## src/rtl/conv_pkg.sv

```systemverilog
// Shared definitions for the 3x3 convolution pixel path: pixel width, default
// image width and the padding FSM state type.
package conv_pkg;

    localparam int PIXEL_DATAW = 8;
    localparam int IMAGE_WIDTH = 512;

    typedef enum logic [2:0] {
        IDLE  = 3'd0,
        TOP   = 3'd1,
        LEFT  = 3'd2,
        BODY  = 3'd3,
        RIGHT = 3'd4,
        BOT   = 3'd5
    } pad_state_t;

    // True for the states that emit zero beats without waiting on upstream.
    function automatic logic is_pad_state(input pad_state_t s);
        return (s == TOP) || (s == LEFT) || (s == RIGHT) || (s == BOT);
    endfunction

endpackage

```

## src/rtl/conv_pad_out_stage.sv

```systemverilog
// Single-entry output slot for the padded pixel stream. The slot is free when
// it is empty or its current beat is being taken downstream this cycle, so a
// new beat can be loaded back-to-back with no bubble.
module conv_pad_out_stage #(
    parameter int PIXEL_DATAW = conv_pkg::PIXEL_DATAW
) (
    input  logic                   clk,
    input  logic                   reset,
    input  logic                   load,
    input  logic [PIXEL_DATAW-1:0] load_x,
    input  logic                   load_last,
    input  logic                   i_ready,
    output logic                   slot_free,
    output logic                   o_valid,
    output logic [PIXEL_DATAW-1:0] o_x,
    output logic                   o_last
);

    assign slot_free = !o_valid || i_ready;

    // Load a new beat when the slot frees up, drain to empty otherwise, and
    // hold everything stable while downstream stalls a pending beat.
    always_ff @(posedge clk) begin
        if (reset) begin
            o_valid <= 1'b0;
            o_x     <= '0;
            o_last  <= 1'b0;
        end else if (slot_free) begin
            o_valid <= load;
            if (load) begin
                o_x    <= load_x;
                o_last <= load_last;
            end else begin
                o_last <= 1'b0;
            end
        end
    end

endmodule

```

## src/rtl/conv_pad_streamer.sv

```systemverilog
// Zero-pads a raw IMAGE_WIDTH x IMAGE_HEIGHT pixel stream into an
// (IMAGE_WIDTH+2) x (IMAGE_HEIGHT+2) frame for the 3x3 convolution engine.
// The FSM walks top pad row, then LEFT/BODY/RIGHT per image row, then the
// bottom pad row; pad beats never wait on upstream, body beats only move on
// an upstream transfer.
module conv_pad_streamer #(
    parameter int IMAGE_WIDTH  = conv_pkg::IMAGE_WIDTH,
    parameter int IMAGE_HEIGHT = 512,
    parameter int PIXEL_DATAW  = conv_pkg::PIXEL_DATAW
) (
    input  logic                   clk,
    input  logic                   reset,
    input  logic                   i_valid,
    input  logic [PIXEL_DATAW-1:0] i_x,
    output logic                   o_ready,
    output logic                   o_valid,
    output logic [PIXEL_DATAW-1:0] o_x,
    output logic                   o_last,
    input  logic                   i_ready
);
    import conv_pkg::*;

    localparam int COL_W = $clog2(IMAGE_WIDTH + 2);
    localparam int ROW_W = $clog2(IMAGE_HEIGHT + 1);

    // Final column index of a full padded row and of an unpadded body row.
    localparam logic [COL_W-1:0] PAD_END  = COL_W'(IMAGE_WIDTH + 1);
    localparam logic [COL_W-1:0] BODY_END = COL_W'(IMAGE_WIDTH - 1);
    localparam logic [ROW_W-1:0] LAST_ROW = ROW_W'(IMAGE_HEIGHT);

    pad_state_t             state;
    pad_state_t             next_state;
    logic [COL_W-1:0]       col;
    logic [ROW_W-1:0]       row;
    logic                   state_done;
    logic                   slot_free;
    logic                   load;
    logic [PIXEL_DATAW-1:0] load_x;
    logic                   load_last;

    // Decide whether the beat loaded this cycle closes the current state and
    // which state follows it.
    always_comb begin
        state_done = 1'b0;
        next_state = state;
        case (state)
            IDLE: begin
                state_done = 1'b0;
                next_state = TOP;
            end
            TOP: begin
                state_done = (col == PAD_END);
                next_state = LEFT;
            end
            LEFT: begin
                state_done = 1'b1;
                next_state = BODY;
            end
            BODY: begin
                state_done = (col == BODY_END);
                next_state = RIGHT;
            end
            RIGHT: begin
                state_done = 1'b1;
                next_state = (row == LAST_ROW) ? BOT : LEFT;
            end
            BOT: begin
                state_done = (col == PAD_END);
                next_state = IDLE;
            end
            default: begin
                state_done = 1'b1;
                next_state = IDLE;
            end
        endcase
    end

    // Build the beat offered to the output slot and the upstream handshake.
    always_comb begin
        load      = slot_free && (is_pad_state(state) || ((state == BODY) && i_valid));
        load_x    = (state == BODY) ? i_x : '0;
        load_last = (state == BOT) && (col == PAD_END);
        o_ready   = (state == BODY) && slot_free;
    end

    // Padding FSM with beat and row counters; everything advances only when a
    // beat is loaded, so a downstream stall or upstream bubble freezes it.
    always_ff @(posedge clk) begin
        if (reset) begin
            state <= IDLE;
            col   <= '0;
            row   <= '0;
        end else if (state == IDLE) begin
            col <= '0;
            row <= '0;
            // Wait for the previous frame's last beat to drain before restarting.
            if (i_valid && !o_valid) begin
                state <= TOP;
            end
        end else if (load) begin
            if (state_done) begin
                state <= next_state;
                col   <= '0;
                if (state == BODY) begin
                    row <= row + 1'b1;
                end
            end else begin
                col <= col + 1'b1;
            end
        end
    end

    conv_pad_out_stage #(
        .PIXEL_DATAW(PIXEL_DATAW)
    ) u_out_stage (
        .clk       (clk),
        .reset     (reset),
        .load      (load),
        .load_x    (load_x),
        .load_last (load_last),
        .i_ready   (i_ready),
        .slot_free (slot_free),
        .o_valid   (o_valid),
        .o_x       (o_x),
        .o_last    (o_last)
    );

endmodule

```

## config.mk

```make
export PLATFORM = sky130hd
export DESIGN_NAME = conv_pad_streamer
export DESIGN_NICKNAME = d
export VERILOG_FILES = /design/src/rtl/conv_pkg.sv /design/src/rtl/conv_pad_out_stage.sv /design/src/rtl/conv_pad_streamer.sv
export SDC_FILE = /design/constraint.sdc
export NUM_CORES = 1
export LEC_CHECK = 0
export BUFFER_PORTS_ARGS = -buffer_cell sky130_fd_sc_hd__buf_2
export CELL_PAD_IN_SITES_DETAIL_PLACEMENT = 0
export CELL_PAD_IN_SITES_GLOBAL_PLACEMENT = 1
export CORE_MARGIN = 8
export CORE_UTILIZATION = 38
export CTS_CLUSTER_DIAMETER = 80
export DETAILED_ROUTE_END_ITERATION = 8
export PLACE_DENSITY = 0.78
export SLEW_MARGIN = 20
export SYNTH_ARGS = -nofsm -noshare
export SYNTH_HDL_FRONTEND = slang
export SYNTH_SLANG_ARGS = --single-unit
```

## constraint.sdc

```tcl
create_clock -name clk -period 2 [get_ports clk]
set_clock_uncertainty 0.15 [all_clocks]
set_input_delay 0.3 -clock clk [delete_from_list [all_inputs] [get_ports clk]]
set_output_delay 0.3 -clock clk [all_outputs]
set_load 0.02 [all_outputs]
```

# Word-level counts from Yosys, hierarchy flattened
# Index checks and enable logic that the tools add are counted.
[word_totals]
regBits = 33
input_bits = 12
out_inout_bits = 11
word_cells = 46
[op_classes]
addsub = 2
n_eq_ne = 9
muxes = 10
n_reduce_logical = 19
[op_table]
columns = ["operator", "n"]
rows = [
  ["10-bit by 1-bit adder with 10-bit output, second input constant", 2],
  ["10-bit == test, second input constant", 2],
  ["3-bit 2-to-1 mux", 5],
  ["3-bit case mux with 4 select lines", 1],
  ["10-bit by 9-bit == test with 1-bit output, second input constant", 1],
  ["10-bit 2-to-1 mux", 1],
  ["8-bit 2-to-1 mux", 1],
  ["3-bit by 2-bit == test with 1-bit output, second input constant", 2],
  ["3-bit == test, second input constant", 2],
  ["3-bit AND reduction", 2],
  ["1-bit logical AND", 5],
  ["1-bit logical OR", 5],
  ["2-bit nonzero test", 2],
  ["2-bit OR reduction", 2],
  ["3-bit by 1-bit == test with 1-bit output, second input constant", 1],
  ["3-bit logical NOT", 1],
  ["1-bit case mux with 3 select lines", 1],
  ["2-bit by 1-bit != test with 1-bit output, second input constant", 1],
  ["2-bit AND reduction", 1],
  ["1-bit logical NOT", 1],
  ["1-bit 2-to-1 mux", 1],
]

# Logic depth before layout (Yosys ltp)
# Gate-level depths: netlist (run 1).
[depth]
depth_word = 8
ltp_mapped = 8
depth_no_buf = 7

# By module
# From an unflattened synthesis (run 1), not the netlist that was laid out.
[unflattened]
cells_unflattened = 213
hier_area_um2 = 1821.7
[modules_own_cells]
columns = ["module", "n_inst", "cells_per_inst", "area_each_um2", "seq_area_each_um2"]
rows = [
  ["conv_pad_streamer", 1, 168, 1331.3, 460.4],
  ["conv_pad_out_stage", 1, 45, 490.5, 200.2],
]

# Worst setup path before layout (run 1)
# Ideal clock, no wire load.
[synth_path]
path_type = "register -> register"
from = "reg col[1]"
to = "reg col[0]"
setup_ps = 70
arrival_time_ps = 1837
t_required_ps = 1780
slack_ps = -58
stages_incl_launch_ff = 9
path_buffers = 1
synth_period_minus_slack_ps = 2058
cell_sequence = "dfxtp_1 -> inv_1 -> ha_1 -> nor4b_1 -> and4_4 -> or3_1 -> buf_2 -> or3_1 -> a21oi_1"
[synth_via]
elab_chain_len = 3
word_cells_on_any_way = 4
classes_between = "2 x eq/ne; 2 x mux"
[synth_lines]
columns = ["item", "line", "text"]
rows = [
  ["start, declared", "conv_pad_streamer.sv:33", "logic [COL_W-1:0] col;"],
  ["start signal, assigned", "conv_pad_streamer.sv:108", "col <= col + 1'b1;"],
  ["10-bit == test / 10-bit by 9-bit == test with 1-bit output (equally long branches)", "conv_pad_streamer.sv:52, conv_pad_streamer.sv:68, conv_pad_streamer.sv:60", ""],
  ["1-bit case mux with 3 select lines *", "conv_pad_streamer.sv:46", "case (state)"],
  ["10-bit 2-to-1 mux *", "conv_pad_streamer.sv:101", "if (state_done) begin"],
]
# Every way passes the cells marked *; elsewhere a longest branch is shown, timed or not.
# A chain may end at the register's enable or synchronous reset.

# Final worst setup path (run 1)
[layout_path]
from = "reg col[0]"
to = "reg col[7]"
[layout_via]
elab_chain_len = 3
word_cells_on_any_way = 5
classes_between = "1 x add/sub; 2 x eq/ne; 2 x mux"
[layout_lines]
columns = ["item", "line"]
rows = [
  ["parallel branches: the longest is 2 deep, another holds 10-bit by 1-bit adder with 10-bit output", "-"],
  ["10-bit 2-to-1 mux *", "conv_pad_streamer.sv:101"],
]
# Mark *: on every way between the ends.

==> flow_metrics.tcl, run 1 <==
set metrics [dict create \
    status "finished, violations left" \
    violations "negative setup slack" \
    vias_per_cell 5.53 \
    synth-edff-count 0 \
    grt_pass1_vias 1722 \
    synth_cells 211 \
    clock_path_buffers 2 \
    htreeDepth 2 \
    tightestPinTransition_ps 509 \
    syn_to_final_growth_pct 35.2 \
    cpMaxStageDelayCell "or3_4" \
    synth_nets 227 \
    clkTransAtPathRegs_ps 70 \
    drt-pass1-iter-count 4 \
    hold_viol_final 0 \
    rows 24 \
    fin_crit_sh 1.02 \
    yosysSeqAreaShare 0.380 \
    ir_worst_vdd_uv 316 \
    core_area_sq_mm 0.00438 \
    grtUsageTotal 0.133 \
    final_nets 281 \
    ys_types 45 \
    layout.area.seq_sq_um 676 \
    ys.flop_type "dfxtp_1" \
    grt_pass1_wl_mm 7.86 \
    crit_required_ps 2060 \
    cts_buffers 5 \
    yosys_warnings 0 \
    grt_overflow 0 \
    fillCellCount 412 \
    leakage_nw 0.884 \
    fin_hold_ws_ps 112 \
    syn_area_per_cell_sq_um 8.25 \
    multi_input_area_sq_mm 0.00110 \
    period_needed_ps 2040 \
    crit_chain "ha_4 > nor4b_4 > and4_4 > or3_4 > or4_4 > a31oi_1" \
    place_ws_ps -70.2 \
    cp_max_fo 6 \
    boundaryPins 23 \
    finalInstanceArea_sq_mm 0.00235 \
    critical_path_class "reg -> reg" \
    syn_area_sq_mm 0.00174 \
    start_util 0.397 \
    dpl_cell_area_sq_mm 0.00212 \
    hold_buffers 0 \
    maxSlewViolCount 0 \
    crit_path_start_kind "flop" \
    post-route-drc-count 0 \
    die-area_sq_mm 0.00700 \
    layout_setup_ws_ps -37.7 \
    diodes 0 \
    grt_setup_unrepaired "true" \
    end_kind "flop" \
    drv_cap 0 \
    cts.root.buffer_cell "clkbuf_8" \
    clk_latency_ps 290 \
    cts_sinks 33 \
    die_y_um 83.7 \
    portBuffers 22 \
    drive_gt1_frac 0.380 \
    synthArstFlopShare 0 \
    maxSlewHeadroom 0.659 \
    wl_mm 4.76 \
    num_vias 1759 \
    grt_max_degree 18 \
    dp_hpwl_mm 3.45 \
    gp_congestion 0.834 \
    worst_ep_arrival_time_ps 2100 \
    worstHoldPathType "in -> reg" \
    antenna_found_initial 0 \
    ant_nets 0 \
    fmaxAchievable_mhz 491 \
    die_w_um 83.7 \
    setup-violations-final 1 \
    cp_slowest_stage_delay_ps 410 \
    cts_tree "yes" \
    tns_ps -37.7 \
    ys_ff_latch 33 \
    wl_per_cell_um 15.0 \
    drt_iter0_markers 104 \
    power_density_mw_per_mm2 584 \
]
## stage by stage
step	power, W	util	std cells
3_3_place_gp	0.000882	0.483	307
3_5_place_dp	0.000882	0.483	307
6_report	0.00138	0.537	318
5_1_grt	0.00144	0.537	318
4_1_cts	0.00138	0.506	316
2_1_floorplan	0.000789	-	211
## layer usage
| metal | global-route usage | up-vias | share of wire |
|---|---|---|---|
| li1 | - | 881 | - |
| met1 | 0.163 | 829 | 0.49 |
| met2 | 0.211 | 40 | 0.45 |
| met3 | 0.0342 | 9 | 0.042 |
| met4 | 0.0581 | 0 | 0.018 |
| met5 | 0 | - | 0 |
## cells in the mapped netlist (all sizes together) (4+ instances only)
cell type  count  area [sq um]
a21oi         17          85.1
a22oi          8          60.1
buf            8          47.5
clkbuf         5          18.8
dfxtp         33           661
ha             4          50.1
inv            6          22.5
nand2         17          63.8
nand2b         4          25.0
nand3         12          60.1
nor2          18          67.6
nor2b          4          25.0
nor3          10          55.1
o21ai         13          65.1
o31ai          4          35.0
or3            9          56.3
or4            5          37.5
## cell usage in the layout, fill, tap and decap left out, types with 7 or more instances in the layout
master / n
a21oi_1: 14
a22oi_1: 8
buf_2: 22
buf_4: 36
dfxtp_1: 25
nand2_1: 17
nand3_1: 11
nor2_1: 17
nor3_1: 8
o21ai_1: 7
## registers in the layout, summed over array words and instances, names as in the netlist
name,flops
u_out_stage.o_last,1
row,10
u_out_stage.o_valid,1
state,3
col,10
u_out_stage.o_x,8
## final timing paths
check	start	cells after the start	slack [ps]	end
hold reg to reg	u_out_stage.o_last	2	310	u_out_stage.o_last
setup / recovery	col[0]	6	-40	col[7]
setup reg to reg	col[0]	6	-40	col[7]
hold / removal	i_x[7]	3	110	u_out_stage.o_x[7]
## timing repair
action,4_1_cts,5_1_grt
setup buffers,1,2
pin swaps,3,10
gates resized for setup,5,29
setup endpoints to repair,24,26
## layout make-up
type | count | share of cell area
clock buffers | 6 | 0.0308
clock inverters | 2 | 0.00425
inverters | 6 | 0.00957
multi-input cells | 159 | 0.469
flip-flops and latches | 33 | 0.287
well taps | 52 | 0.0276
repair buffers | 60 | 0.171
## cell families after synthesis
group	Yosys count	share of synthesized area
AND/OR/NAND/NOR	100	0.337
AO/OA/AOI/OAI	53	0.193
flip-flops	33	0.380
buffers and inverters	19	0.0510
adder cells (fa/ha/maj)	4	0.0288
XOR/XNOR	1	0.00503
multiplexers	1	0.00575
## power by group
part           switching, W  internal, W
Clock              0.000249     0.000241
Sequential        0.0000108     0.000665
Combinational      0.000120    0.0000897
## critical path, delay by kind of cell, from the launching register on
family	cells	cell delay (ps)
flip-flops	1	370
AND/OR/NAND/NOR	4	1140
AO/OA/AOI/OAI	1	140
adder cells (fa/ha/maj)	1	160
(Power assumes the default switching activity.)
==> run 2, diff against run 1 <==
ABC_AREA = 1   (was not set)
CORE_UTILIZATION = 37   (was 38)
PLACE_DENSITY = 0.79   (was 0.78)
RECOVER_POWER = 25   (was not set)
==> flow_metrics.tcl, run 2 <==
set metrics [dict create \
    htreeDepth 2 \
    syn_area_sq_mm 0.00189 \
    crit_end "col[7]" \
    crit_path_start_kind "flop" \
    grt_setup_unrepaired "false" \
    power_density_mw_per_mm2 974 \
    clkTransAtPathRegs_ps 70 \
    ys.flop_type "dfxtp_1" \
    drt-pass1-iter-count 4 \
    die-area_sq_mm 0.00764 \
    mostFrequentLayoutCells "nand2_1, inv_1, nor2_1" \
    switchingPower_w 0.000900 \
    cp_slowest_stage_delay_ps 470 \
    num_vias 1799 \
    swShare 0.423 \
    yosysMostFrequentCell "nand2_1" \
    yosysTopAreaCell "dfxtp_1" \
    place_ws_ps 117 \
    syn_area_per_cell_sq_um 6.77 \
    ys_ff_latch 33 \
    yosys_warnings 0 \
    clock_path_buffers 2 \
    critical_path_class "reg -> reg" \
    tightestPinTransition_ps 363 \
    synth-edff-count 0 \
    synth_top_area_frac 0.350 \
    ant_nets 0 \
    cts_sinks 33 \
    ff2ff_path_depth 9 \
    clockPowerShare 0.236 \
    dp_hpwl_mm 3.19 \
    cts_tree "yes" \
    synth_nets 295 \
    cpMaxStageDelayCell "dfxtp_1" \
    hold_viol_final 0 \
    synthArstFlopShare 0 \
    largestRegisters "col: 10 flops, row: 10 flops, u_out_stage.o_x: 8 flops" \
    status "complete, no violations" \
    core_area_sq_mm 0.00501 \
    seqPwrFrac 0.364 \
    cp_max_fo 7 \
    grtUsageTotal 0.125 \
    leakage_nw 0.916 \
    worstHoldPathType "in -> reg" \
    maxSlewViolCount 0 \
    pwr-share-comb 0.400 \
    diodes 0 \
    cts_buffers 5 \
    intPower_w 0.00123 \
    r2r_slack_ps 190 \
    fmaxAchievable_mhz 552 \
    hold_path_depth 3 \
    grt_max_degree 16 \
    r2r_start "state[2]" \
    yosysSeqAreaShare 0.350 \
    worst_ep_arrival_time_ps 1890 \
    end_kind "flop" \
    start_util 0.377 \
    setup-violations-final 0 \
    synth.top_cells.by_area "dfxtp_1, nand2_1, inv_1, nor2_1, nand3_1" \
    period_needed_ps 1810 \
    drv_cap 0 \
    wl_per_cell_um 11.5 \
    cts.root.buffer_cell "clkbuf_8" \
    grt_pass1_wl_mm 7.60 \
    drive_gt1_frac 0.170 \
    vias_per_cell 4.72 \
    r2r-end "col[7]" \
    utilization 0.436 \
    portBuffers 22 \
    die_y_um 87.4 \
    maxSlewHeadroom 0.756 \
    synth_cells 279 \
    antenna_found_initial 0 \
    fillCellCount 569 \
    final_nets 326 \
    ir_worst_vdd_uv 348 \
    grt_overflow 0 \
    rows 26 \
    drt_iter0_markers 98 \
    netlist_top_cells_count "nand2_1, inv_1, nor2_1" \
    fin_crit_sh 0.906 \
    post-route-drc-count 0 \
    layout_setup_ws_ps 188 \
    boundaryPins 23 \
    crit_required_ps 2070 \
    grt_pass1_vias 1761 \
    ys_types 29 \
    wl_mm 4.37 \
    tns_ps 0 \
    timing.critical_path.from "state[2]" \
    crit_chain "inv_2 > nand3_1 > nor2_1 > nand3_1 > nand3_2 > buf_4 > nor2_1 > nand2_1 > a21oi_1" \
    syn_to_final_growth_pct 15.8 \
    layout_commonest_cell "nand2_1" \
    gp_congestion 0.869 \
    clk_latency_ps 280 \
    die_w_um 87.4 \
]
run 2: cell count changes in the layout (fill, tap and decap cells not counted), sizes merged, moves of 4 or more:
cell / previous run / this run
o31ai: 4 / 0
inv: 6 / 41
or4: 5 / 0
clkbuf: 6 / 15
nor2: 18 / 44
buf: 60 / 19
or3: 9 / 0
nand2: 17 / 74
nand2b: 4 / 0
nor3: 10 / 5
nand3: 12 / 30
nand4: 3 / 7
nor2b: 4 / 0
a22oi: 8 / 0
run 2: power by group through the flow:
stage	registers [W]	clock network (W)	logic, W
floorplan	0.000772	0	0.000656
global placement	0.000782	0	0.000812
detailed placement	0.000784	0	0.000809
CTS	0.000768	0.000520	0.000813
global route	0.000787	0.000545	0.000953
finish	0.000774	0.000502	0.000852
run 2: kinds of logic after synthesis:
logic type | synth area share
flip-flops | 0.350
XOR/XNOR | 0.0139
AO/OA/AOI/OAI | 0.0822
adder cells (fa/ha/maj) | 0.0265
buffers and inverters | 0.107
AND/OR/NAND/NOR | 0.421
run 2: cell type report:
cell class / count / area, sq um / share of cell area
Tap cell: 70 / 87.6 / 0.0401
Timing Repair Buffer: 29 / 150 / 0.0687
Clock inverter: 3 / 17.5 / 0.00801
Multi-Input combinational cell: 200 / 1040 / 0.477
Clock buffer: 5 / 68.8 / 0.0315
Sequential cell: 33 / 664 / 0.304
Inverter: 41 / 154 / 0.0704
run 2: repair_timing:
action                                  4_1_cts  5_1_grt
gates resized for setup                       0        5
endpoints found under the setup margin        0        8
buffers inserted                              0        3
hold endpoints to repair                      0        0
hold buffers                                  0        0
run 2: critical path, delay by kind of cell, from the launching register on:
| kind | cells | cell delay, ps |
|---|---|---|
| compound gates | 1 | 120 |
| flops | 1 | 470 |
| buf+inv | 2 | 310 |
| simple gates | 6 | 700 |
run 2: worst min-delay path by stage:
stage | start | to
floorplan | i_x[0] | u_out_stage.o_x[0]
global placement | u_out_stage.o_x[0] | u_out_stage.o_x[0]
detailed placement | u_out_stage.o_x[3] | u_out_stage.o_x[3]
CTS | i_x[1] | u_out_stage.o_x[1]
global route | i_x[6] | u_out_stage.o_x[6]
finish | i_x[1] | u_out_stage.o_x[1]
run 2: layer usage:
metal / GRT usage / up-vias / share of wire
li1: - / 946 / -
met1: 0.139 / 818 / 0.47
met2: 0.217 / 31 / 0.47
met5: 0 / - / 0
met4: 0.0500 / 0 / 0.013
met3: 0.0349 / 4 / 0.052
run 2: stage by stage:
step / hold slack [ps] / area (sq um) / total power, W / instances
after global routing: 99.1 / 2190 / 0.00228 / 381
after detailed placement: 304 / 2070 / 0.00159 / 369
after CTS: 91.7 / 2150 / 0.00210 / 377
after global placement: 301 / 2070 / 0.00159 / 369
final: 101 / 2190 / 0.00213 / 381
after floorplan: 293 / 1890 / 0.00143 / 279
==> run 3, diff against run 2 <==
REMOVE_ABC_BUFFERS = 1   (was not set)
==> flow_metrics.tcl, run 3 (synthesis results as in run 2) <==
set metrics [dict create \
    power_density_mw_per_mm2 1040 \
    hold_path_depth 3 \
    grtUsageTotal 0.125 \
    die-area_sq_mm 0.00764 \
    worst_ep_arrival_time_ps 1840 \
    clkTransAtPathRegs_ps 70 \
    utilization 0.454 \
    boundaryPins 23 \
    drv_cap 0 \
    critical_path_class "reg -> reg" \
    setup-violations-final 0 \
    layout_commonest_cell "nand2_1" \
    ant_nets 0 \
    die_y_um 87.4 \
    r2r_start "state[2]" \
    layout_setup_ws_ps 186 \
    drive_gt1_frac 0.186 \
    grt_pass1_wl_mm 7.67 \
    tightestPinTransition_ps 361 \
    gp_congestion 0.748 \
    grt_overflow 0 \
    htreeDepth 2 \
    hold_end "u_out_stage.o_x[5]" \
    final_nets 332 \
    hp-start "i_x[5]" \
    path_buf_inv 2 \
    start_util 0.377 \
    largestRegisters "col: 10 flops, row: 10 flops, u_out_stage.o_x: 8 flops" \
    fmaxAchievable_mhz 551 \
    diodes 0 \
    grt_max_degree 16 \
    period_needed_ps 1810 \
    cpMaxStageDelayCell "dfxtp_1" \
    crit_path_start_kind "flop" \
    num_vias 1776 \
    wl_mm 4.44 \
    cts_sinks 33 \
    ff2ff_path_depth 9 \
    hold_viol_final 0 \
    place_ws_ps 80.7 \
    crit_required_ps 2030 \
    core_area_sq_mm 0.00501 \
    grt_pass1_vias 1712 \
    fin_crit_sh 0.907 \
    r2r-end "col[6]" \
    cts_tree "yes" \
    ir_worst_vdd_uv 481 \
    die_w_um 87.4 \
    leakage_nw 0.962 \
    rows 26 \
    antenna_found_initial 0 \
    cp_top_family "simple AND/OR/NAND/NOR gates" \
    tns_ps 0 \
    cts.root.buffer_cell "clkbuf_8" \
    cts_buffers 5 \
    drt_iter0_markers 52 \
    drt-pass1-iter-count 4 \
    end_kind "flop" \
    dp_hpwl_mm 3.28 \
    cp_max_fo 7 \
    clk_latency_ps 280 \
    r2r_slack_ps 190 \
    post-route-drc-count 0 \
    maxSlewHeadroom 0.758 \
    maxSlewViolCount 0 \
    syn_to_final_growth_pct 20.5 \
    cp_slowest_stage_delay_ps 460 \
    mostFrequentLayoutCells "nand2_1, inv_1, nor2_1" \
    worstHoldPathType "in -> reg" \
    portBuffers 22 \
    vias_per_cell 4.59 \
    timing.critical_path.from "state[2]" \
    wl_per_cell_um 11.5 \
    crit_chain "inv_2 > nand3_1 > nand3_2 > nor2_4 > nor2_8 > buf_12 > nand2_1 > xor2_1 > nor2_1" \
    status "complete, no violations" \
    fin_hold_ws_ps 105 \
    clock_path_buffers 2 \
    crit_cells 9 \
]
run 3: stage by stage:
stage               instances  cell area (sq um)  total power [W]
detailed placement        372               2090          0.00160
floorplan                 273               1840          0.00136
global placement          372               2090          0.00160
global route              387               2270          0.00252
CTS                       380               2190          0.00217
finish                    387               2270          0.00236
run 3: cell type report:
cell class | instances | area, sq um
Clock buffer | 7 | 96.3
Clock inverter | 1 | 5.00
Fill cell | 560 | 2740
Inverter | 41 | 154
Multi-Input combinational cell | 200 | 1050
Sequential cell | 33 | 663
Tap cell | 70 | 87.6
Timing Repair Buffer | 35 | 220
run 3: repair_timing:
item	4_1_cts	5_1_grt
resized for setup	0	5
setup buffers	0	6
endpoints found under the setup margin	0	8
hold buffers	0	0
run 3: power by group:
| group | total (W) | internal (W) | switching (W) |
|---|---|---|---|
| registers | 0.000771 | 0.000708 | 0.0000631 |
| clock network | 0.000567 | 0.000311 | 0.000255 |
| logic | 0.00102 | 0.000421 | 0.000598 |
run 3: worst max-delay path by stage:
stage | to | slack [ps]
floorplan | row[1] | 280
global placement | state[1] | 160
detailed placement | state[2] | 80
CTS | state[2] | 60
global route | col[6] | -4
finish | col[6] | 190
run 3: metal layers:
layer,track usage,share of wire,vias to the layer above
li1,-,-,954
met1,0.151,0.49,796
met2,0.207,0.47,20
met3,0.0349,0.030,6
met4,0.0422,0.012,0
met5,0,0,-
run 3: worst min-delay path: stages:
cell and delay (ps):
buf_2 90, nand2_1 50, a21oi_1 50
